==> src/rtl/fetch_unit.sv <==
`default_nettype none
// ============================================================================
// Module  : fetch_unit
// Brief   : Instruction fetch stage with one outstanding imem read, a one-word
//           skid buffer for decode backpressure, and a stop-on-branch policy.
// Rev     : 1.0  initial release
// ============================================================================
module fetch_unit #(
    parameter int                    ADDR_WIDTH = 16,
    parameter logic [ADDR_WIDTH-1:0] RESET_PC   = '0
) (
    input  logic                  clock_i,
    input  logic                  reset_i,
    input  logic                  run_i,
    input  logic                  stall_i,
    output logic                  imem_req_o,
    output logic [ADDR_WIDTH-1:0] imem_addr_o,
    input  logic                  imem_valid_i,
    input  logic [31:0]           imem_data_i,
    input  logic                  branch_resolved_i,
    input  logic                  branch_taken_i,
    input  logic [ADDR_WIDTH-1:0] branch_target_i,
    output logic                  enable_o,
    output logic                  isBranch_o,
    output logic                  instructionFormat_o,
    output logic [6:0]            opcode_o,
    output logic [4:0]            primOperand_o,
    output logic [15:0]           secOperand_o,
    output logic [ADDR_WIDTH-1:0] pc_o
);

    typedef enum logic [2:0] {
        S_IDLE    = 3'd0,
        S_REQ     = 3'd1,
        S_WAIT    = 3'd2,
        S_HOLD    = 3'd3,
        S_BR_WAIT = 3'd4
    } state_t;

    localparam logic [ADDR_WIDTH-1:0] c_pc_one = ADDR_WIDTH'(1);

    state_t                  state_q,    state_d;
    logic [ADDR_WIDTH-1:0]   pc_q,       pc_d;
    logic [29:0]             skid_q,     skid_d;
    logic                    req_q,      req_d;
    logic [ADDR_WIDTH-1:0]   addr_q,     addr_d;
    logic                    enable_q,   enable_d;
    logic                    is_branch_q, is_branch_d;
    logic                    format_q,   format_d;
    logic [6:0]              opcode_q,   opcode_d;
    logic [4:0]              prim_q,     prim_d;
    logic [15:0]             sec_q,      sec_d;
    logic [ADDR_WIDTH-1:0]   pc_out_q,   pc_out_d;

    // Bits [17:16] are reserved; the word is kept compacted to 30 bits.
    logic [29:0]             mem_word;
    logic                    unused_reserved;
    logic [ADDR_WIDTH-1:0]   pc_inc;
    logic                    emit;
    logic [29:0]             emit_word;
    logic                    go;

    assign mem_word        = {imem_data_i[31:18], imem_data_i[15:0]};
    assign unused_reserved = ^imem_data_i[17:16];
    assign pc_inc          = pc_q + c_pc_one;
    assign go              = run_i && !stall_i;

    always_comb begin
        state_d     = state_q;
        pc_d        = pc_q;
        skid_d      = skid_q;
        req_d       = 1'b0;
        addr_d      = addr_q;
        enable_d    = 1'b0;
        is_branch_d = is_branch_q;
        format_d    = format_q;
        opcode_d    = opcode_q;
        prim_d      = prim_q;
        sec_d       = sec_q;
        pc_out_d    = pc_out_q;
        emit        = 1'b0;
        emit_word   = mem_word;

        case (state_q)
            S_IDLE: begin
                if (go) begin
                    state_d = S_REQ;
                end
            end
            S_REQ: begin
                state_d = S_WAIT;
            end
            S_WAIT: begin
                if (imem_valid_i) begin
                    if (!stall_i) begin
                        emit = 1'b1;
                    end else begin
                        skid_d  = mem_word;
                        state_d = S_HOLD;
                    end
                end
            end
            S_HOLD: begin
                if (!stall_i) begin
                    emit      = 1'b1;
                    emit_word = skid_q;
                end
            end
            S_BR_WAIT: begin
                if (branch_resolved_i) begin
                    pc_d    = branch_taken_i ? branch_target_i : pc_inc;
                    state_d = go ? S_REQ : S_IDLE;
                end
            end
            default: begin
                state_d = S_IDLE;
            end
        endcase

        if (emit) begin
            enable_d    = 1'b1;
            is_branch_d = emit_word[29];
            format_d    = emit_word[28];
            opcode_d    = emit_word[27:21];
            prim_d      = emit_word[20:16];
            sec_d       = emit_word[15:0];
            pc_out_d    = pc_q;
            // Decode cannot flush, so a branch parks fetch until execute resolves it.
            if (emit_word[29]) begin
                state_d = S_BR_WAIT;
            end else begin
                pc_d    = pc_inc;
                state_d = go ? S_REQ : S_IDLE;
            end
        end

        if (state_d == S_REQ) begin
            req_d  = 1'b1;
            addr_d = pc_d;
        end
    end

    always_ff @(posedge clock_i) begin
        if (reset_i) begin
            state_q     <= S_IDLE;
            pc_q        <= RESET_PC;
            skid_q      <= '0;
            req_q       <= 1'b0;
            addr_q      <= '0;
            enable_q    <= 1'b0;
            is_branch_q <= 1'b0;
            format_q    <= 1'b0;
            opcode_q    <= '0;
            prim_q      <= '0;
            sec_q       <= '0;
            pc_out_q    <= '0;
        end else begin
            state_q     <= state_d;
            pc_q        <= pc_d;
            skid_q      <= skid_d;
            req_q       <= req_d;
            addr_q      <= addr_d;
            enable_q    <= enable_d;
            is_branch_q <= is_branch_d;
            format_q    <= format_d;
            opcode_q    <= opcode_d;
            prim_q      <= prim_d;
            sec_q       <= sec_d;
            pc_out_q    <= pc_out_d;
        end
    end

    assign imem_req_o          = req_q;
    assign imem_addr_o         = addr_q;
    assign enable_o            = enable_q;
    assign isBranch_o          = is_branch_q;
    assign instructionFormat_o = format_q;
    assign opcode_o            = opcode_q;
    assign primOperand_o       = prim_q;
    assign secOperand_o        = sec_q;
    assign pc_o                = pc_out_q;

endmodule
`default_nettype wire

==> config.mk <==
export PLATFORM = sky130hd
export DESIGN_NAME = fetch_unit
export DESIGN_NICKNAME = d
export VERILOG_FILES = /design/src/rtl/fetch_unit.sv
export SDC_FILE = /design/constraint.sdc
export NUM_CORES = 1
export LEC_CHECK = 0
export BUFFER_PORTS_ARGS = -buffer_cell sky130_fd_sc_hd__buf_2
export CAP_MARGIN = 20
export CELL_PAD_IN_SITES_DETAIL_PLACEMENT = 1
export CELL_PAD_IN_SITES_GLOBAL_PLACEMENT = 1
export CORE_MARGIN = 2
export CORE_UTILIZATION = 41
export CTS_BUF_LIST = sky130_fd_sc_hd__clkbuf_4 sky130_fd_sc_hd__clkbuf_8
export CTS_CLUSTER_DIAMETER = 40
export DETAILED_ROUTE_END_ITERATION = 6
export PLACE_DENSITY_LB_ADDON = 0.1
export SLEW_MARGIN = 20
export SYNTH_ARGS = -nofsm -noshare
export SYNTH_HDL_FRONTEND = slang
export SYNTH_SLANG_ARGS = --single-unit
export TNS_END_PERCENT = 100
==> constraint.sdc <==
create_clock -name clock_i -period 2.85 [get_ports clock_i]
set_clock_uncertainty 0.2 [all_clocks]
set_input_delay 0.285 -clock clock_i [delete_from_list [all_inputs] [get_ports clock_i]]
set_output_delay 0.285 -clock clock_i [all_outputs]
set_load 0.02 [all_outputs]
Word-level counts from Yosys, hierarchy flattened. Index checks and enable logic that the tools add are counted. W data, S select, Z words.

Mux-type cells: 20. Add/subtract/negate cells: 1. Equal/unequal tests: 5. Reductions and logical operators: 4.

Operators by type and width (count): $mux W16 (5); $mux W30 (2); $mux W3 (6); $add A16 B1 Y16 const B (1); $pmux W3 S5 (1); $eq A3 B1 Y1 const B (2); $eq A3 B2 Y1 const B (2); $mux W1 (5); $eq A3 B3 Y1 const B (1); $logic_not A3 Y1 (1); $pmux W1 S2 (1); $reduce_and A2 Y1 (1); $logic_and A1 B1 Y1 (1); $logic_not A1 Y1 (1).

Bits of input ports: 55. Output and inout bits: 64. Bits in registers: 113. Logic and storage cells: 42.

Longest topological paths before layout.
Depth in word-level cells: 8. Depth in mapped cells: 8. Mapped depth without buffers: 6.

Least setup slack after synthesis. No wires, ideal clock.

Path type: register -> register. From: register state_q[1]. To: register addr_q[13], in the netlist imem_addr_o[13]. Setup slack: 0.836 ns. Buffers on the path: 2. Setup time: 0.116 ns. Arrival: 1.698 ns. Clock period less this slack: 2.014 ns. Required time: 2.534 ns. Stages on the path, launching flop included: 8. Cells stage by stage: dfxtp_1 > or3b_1 > buf_2 > a21o_1 > buf_6 > a221oi_1 > a41oi_1 > a31o_2.

Longest elaborated chain between the ends: 5. Elaborated cells between the ends (all ways): 18. Those cells by class: 5 x eq/ne; 12 x mux; 1 x reduce/logical.

RTL lines: start, declared (line 42) `state_t state_q, state_d;`; start signal, assigned (line 158) `state_q <= state_d;`; $mux W3 or $eq A3 B2 Y1 (tied branches) (line 95, 84); $mux W3 or $mux W30 (tied branches) (line 94, 84); $pmux W3 S5 or $mux W3 (tied branches) (line 84, 129); $mux W3 (line 120) `if (emit) begin`; $eq A3 B1 Y1 (line 137) `if (state_d == S_REQ) begin`; end signal, assigned (line 162) `addr_q <= addr_d;`; end, declared (line 46) `logic [ADDR_WIDTH-1:0] addr_q, addr_d;`.

Parallel ways exist; a longest one is shown, timed or not. A chain may end at the register's enable or synchronous reset.

Worst setup path after layout.
From: input imem_data_i[31]. To: register addr_q[11], in the netlist imem_addr_o[11].

Longest elaborated chain between the ends: 5. Elaborated cells between the ends (all ways): 7. Those cells by class: 1 x eq/ne; 6 x mux.

RTL lines: start, declared (line 19) `input logic [31:0] imem_data_i,`; $mux W30; $mux W30 * (line 84) `case (state_q)`; $mux W3 (line 129) `if (emit_word[29]) begin`; $mux W3 (line 120); $eq A3 B1 Y1 (line 137).

Mark *: on every way between the ends. The rest lies on a longest branch, timed or not.

==> metrics <==
outcome finished clean; Antenna Nets Post-Route 0; Syn-to-layout area delta 29.6%; Yosys top cell area share 46.6%; Final Max Slew Viols 0; GRT met3 Usage 6.70%; synthesized net count 593; top_reg_cell synth dfxtp_1; unrepaired setup endpoints after global routing false; largest net degree at the start of global routing 82; switching share of power 22.7%; syn_area_per_cell 9.04 sq um; Buf/Inv on CP 3; fin util 54.9%; GRT Total Usage 23.4%; Internal 0.00286 W; chip width 113 um; Synth area leader dfxtp_1; Sink Count roughly 110; Hold Path Class input pin to flop; hold_ws approximately 34 ps; Worst path max stage delay 550 ps; crit-path cells dlygate4sd3_1 -> buf_2 -> or3b_1 -> a21o_1 -> buf_4 -> a221oi_1 -> a211o_1 -> o31ai_2; hpwl dp around 9500 um; most frequent cell after synthesis dfxtp_1; maximum clock path buffer count 2; Clock Latency Late Sink roughly 430 ps; full die area ~13,000 sq um; Comb power frac 8.4%; PostCTS Resize Cnt 0; Final Hold Viols 0; first-pass GRT wire length ~24,000 um; core area 11,500 sq um; TritonCTS clock tree yes; Seq/Total Area, Yosys 46.6%; power share of the clock group 47.3%; CTS root buf clkbuf_8; final period utilization between 80 and 90%; vias per cell 5.44; Slew @ Worst Pin 881 ps; EDFF count, synth 0; Synth cell types 58; area of the mapped netlist 4860 sq um; yosys warns 0; FF+latch count, synth 113; Top delay family on crit path buffers and inverters; num rows 39; share of post-route cells with drive strength above 1 25.1%; sequential share of power between 40 and 50%; Num CTS Buffers 17; GRT busiest layer met2; Leak 2.69 nW; routed vias 4,507; fin crit period around 2400 ps; GR Layer Usage met1 24.8%; Power Dens Cells between 500 and 600 nW/um^2; WL final 14,300 um; die height 113 um; GRT Residual Overflow 0; Req. time, crit path 2940 ps; DRT iter0 DRCs about 170; I/O pin cnt between 100 and 150; net switching power 0.000838 W; H-tree Lvls 4; Initial Utilization 42.4%; clock slew at reported path FFs around 70 ps; headroom to the max-slew limit 41.0%; PnR Total Power between 0.003 and 0.004 W; critical-path maximum fanout 12; critical path type input pin to flop; wire per inst 17.3 um; DRC Markers 0; router iterations before antenna repair 4; ant diodes 0; vias in the first global route around 4,800; CP max-delay cell dlygate4sd3_1; initial antenna violation count 0; critical path capture point type flop; worst vdd ir about 0.0006 V; count of input and output buffers roughly 120; startpoint types input pin; fmax between 0.4 and 0.5 GHz; Post-synth top cells dfxtp_1 (113), nor2_1 (90), mux2i_1 (60), nand2_1 (43), a211oi_1 (34); GR Util met2 43.3%; dominant cells by area after synthesis dfxtp_1 (47%), mux2i_1 (12%), nor2_1 (7.0%); gpl congestion 0.848; fraction of registers with async set or reset after synthesis 0%; Worst Path Arrival 2500 ps; # setup viols final 0; Nets around 730; max cap viols 0; setup total negative slack 0 ps; Cells after Synth 537
-- worst min-delay path: cells and delay by family --
kind                   cells  cell delay, ps
and+or+nand+nor            2              90
buffers and inverters      1             100
AOI/OAI and AO/OA          1             140
-- sequential cells by signal, indices dropped and copies added, names as in the netlist --
register	count
enable_o	1
imem_addr_o	16
imem_req_o	1
instructionFormat_o	1
isBranch_o	1
opcode_o	7
pc_o	16
pc_q	16
primOperand_o	5
secOperand_o	16
skid_q	30
state_q	3
-- routing by layer --
layer	vias up	routed length, um
li1	2196	-
met1	2176	5750
met2	108	7570
met3	27	701
met4	0	317
met5	-	0
-- final cells by class --
class	instances	area (sq um)
fill	1364	5170
multi-input combinational	378	2400
sequential	113	2260
timing repair buffer	158	976
clock buffer	22	284
clock inverter	10	181
tap	143	179
inverter	4	15.0
-- metrics by stage --
step	instance area [sq um]	setup slack, ps	std cells
2_1_floorplan	4860	836	537
5_1_grt	6290	297	828
6_report	6290	442	828
3_3_place_gp	5520	523	765
3_5_place_dp	5520	486	765
4_1_cts	6290	465	828
-- cells by family after synthesis --
| kind of cell | Yosys count | synth area share [%] |
|---|---|---|
| buf+inv | 46 | 4.30 |
| xor+xnor | 3 | 0.541 |
| fa+ha+maj | 1 | 0.258 |
| flops | 113 | 46.6 |
| mux | 60 | 12.4 |
| simple gates | 194 | 18.7 |
| compound gates | 120 | 17.3 |
-- power groups by stage --
stage	clock, W	sequential, W	combinational (W)
floorplan	0	0.00170	0.000146
global placement	0	0.00167	0.000264
detailed placement	0	0.00167	0.000276
CTS	0.00178	0.00164	0.000309
global route	0.00186	0.00164	0.000342
finish	0.00175	0.00164	0.000309
-- path summary, 6_finish.rpt --
check | from | end | slack [ps] | cells past startpoint
worst max register to register | state_q[1] | imem_addr_o[11] | 500 | 6
worst min-delay path | branch_resolved_i | state_q[2] | 30 | 4
worst min register to register | imem_addr_o[3] | imem_addr_o[3] | 260 | 2
worst max-delay path | imem_data_i[31] | imem_addr_o[11] | 440 | 8
-- placed cells by master, fill, tap and decap left out, drive strengths merged, types with 2 or more instances in the layout --
master	count
buf	127
dfxtp	113
nor2	91
mux2i	60
nand2	43
a211oi	35
dlygate4sd3	31
a21oi	30
clkbuf	22
o21ai	18
nand3	12
or3	6
a221oi	6
nor3b	5
nand4	5
bufinv	5
and3	4
a21o	4
inv	4
nand3b	4
nor3	4
clkinv	4
nor2b	3
nand2b	3
and4	3
a32oi	3
a31o	3
o211ai	3
or3b	2
a311oi	2
xor2	2
a31oi	2
a211o	2
o2111ai	2
nor4bb	2
and2	2
o31ai	2
-- what timing repair did --
| action | in CTS | in global routing |
|---|---|---|
| hold buffers | 31 | 0 |
| setup buffers | 0 | 0 |
| hold endpoints to repair | 44 | 0 |
(Power assumes the default switching activity.)
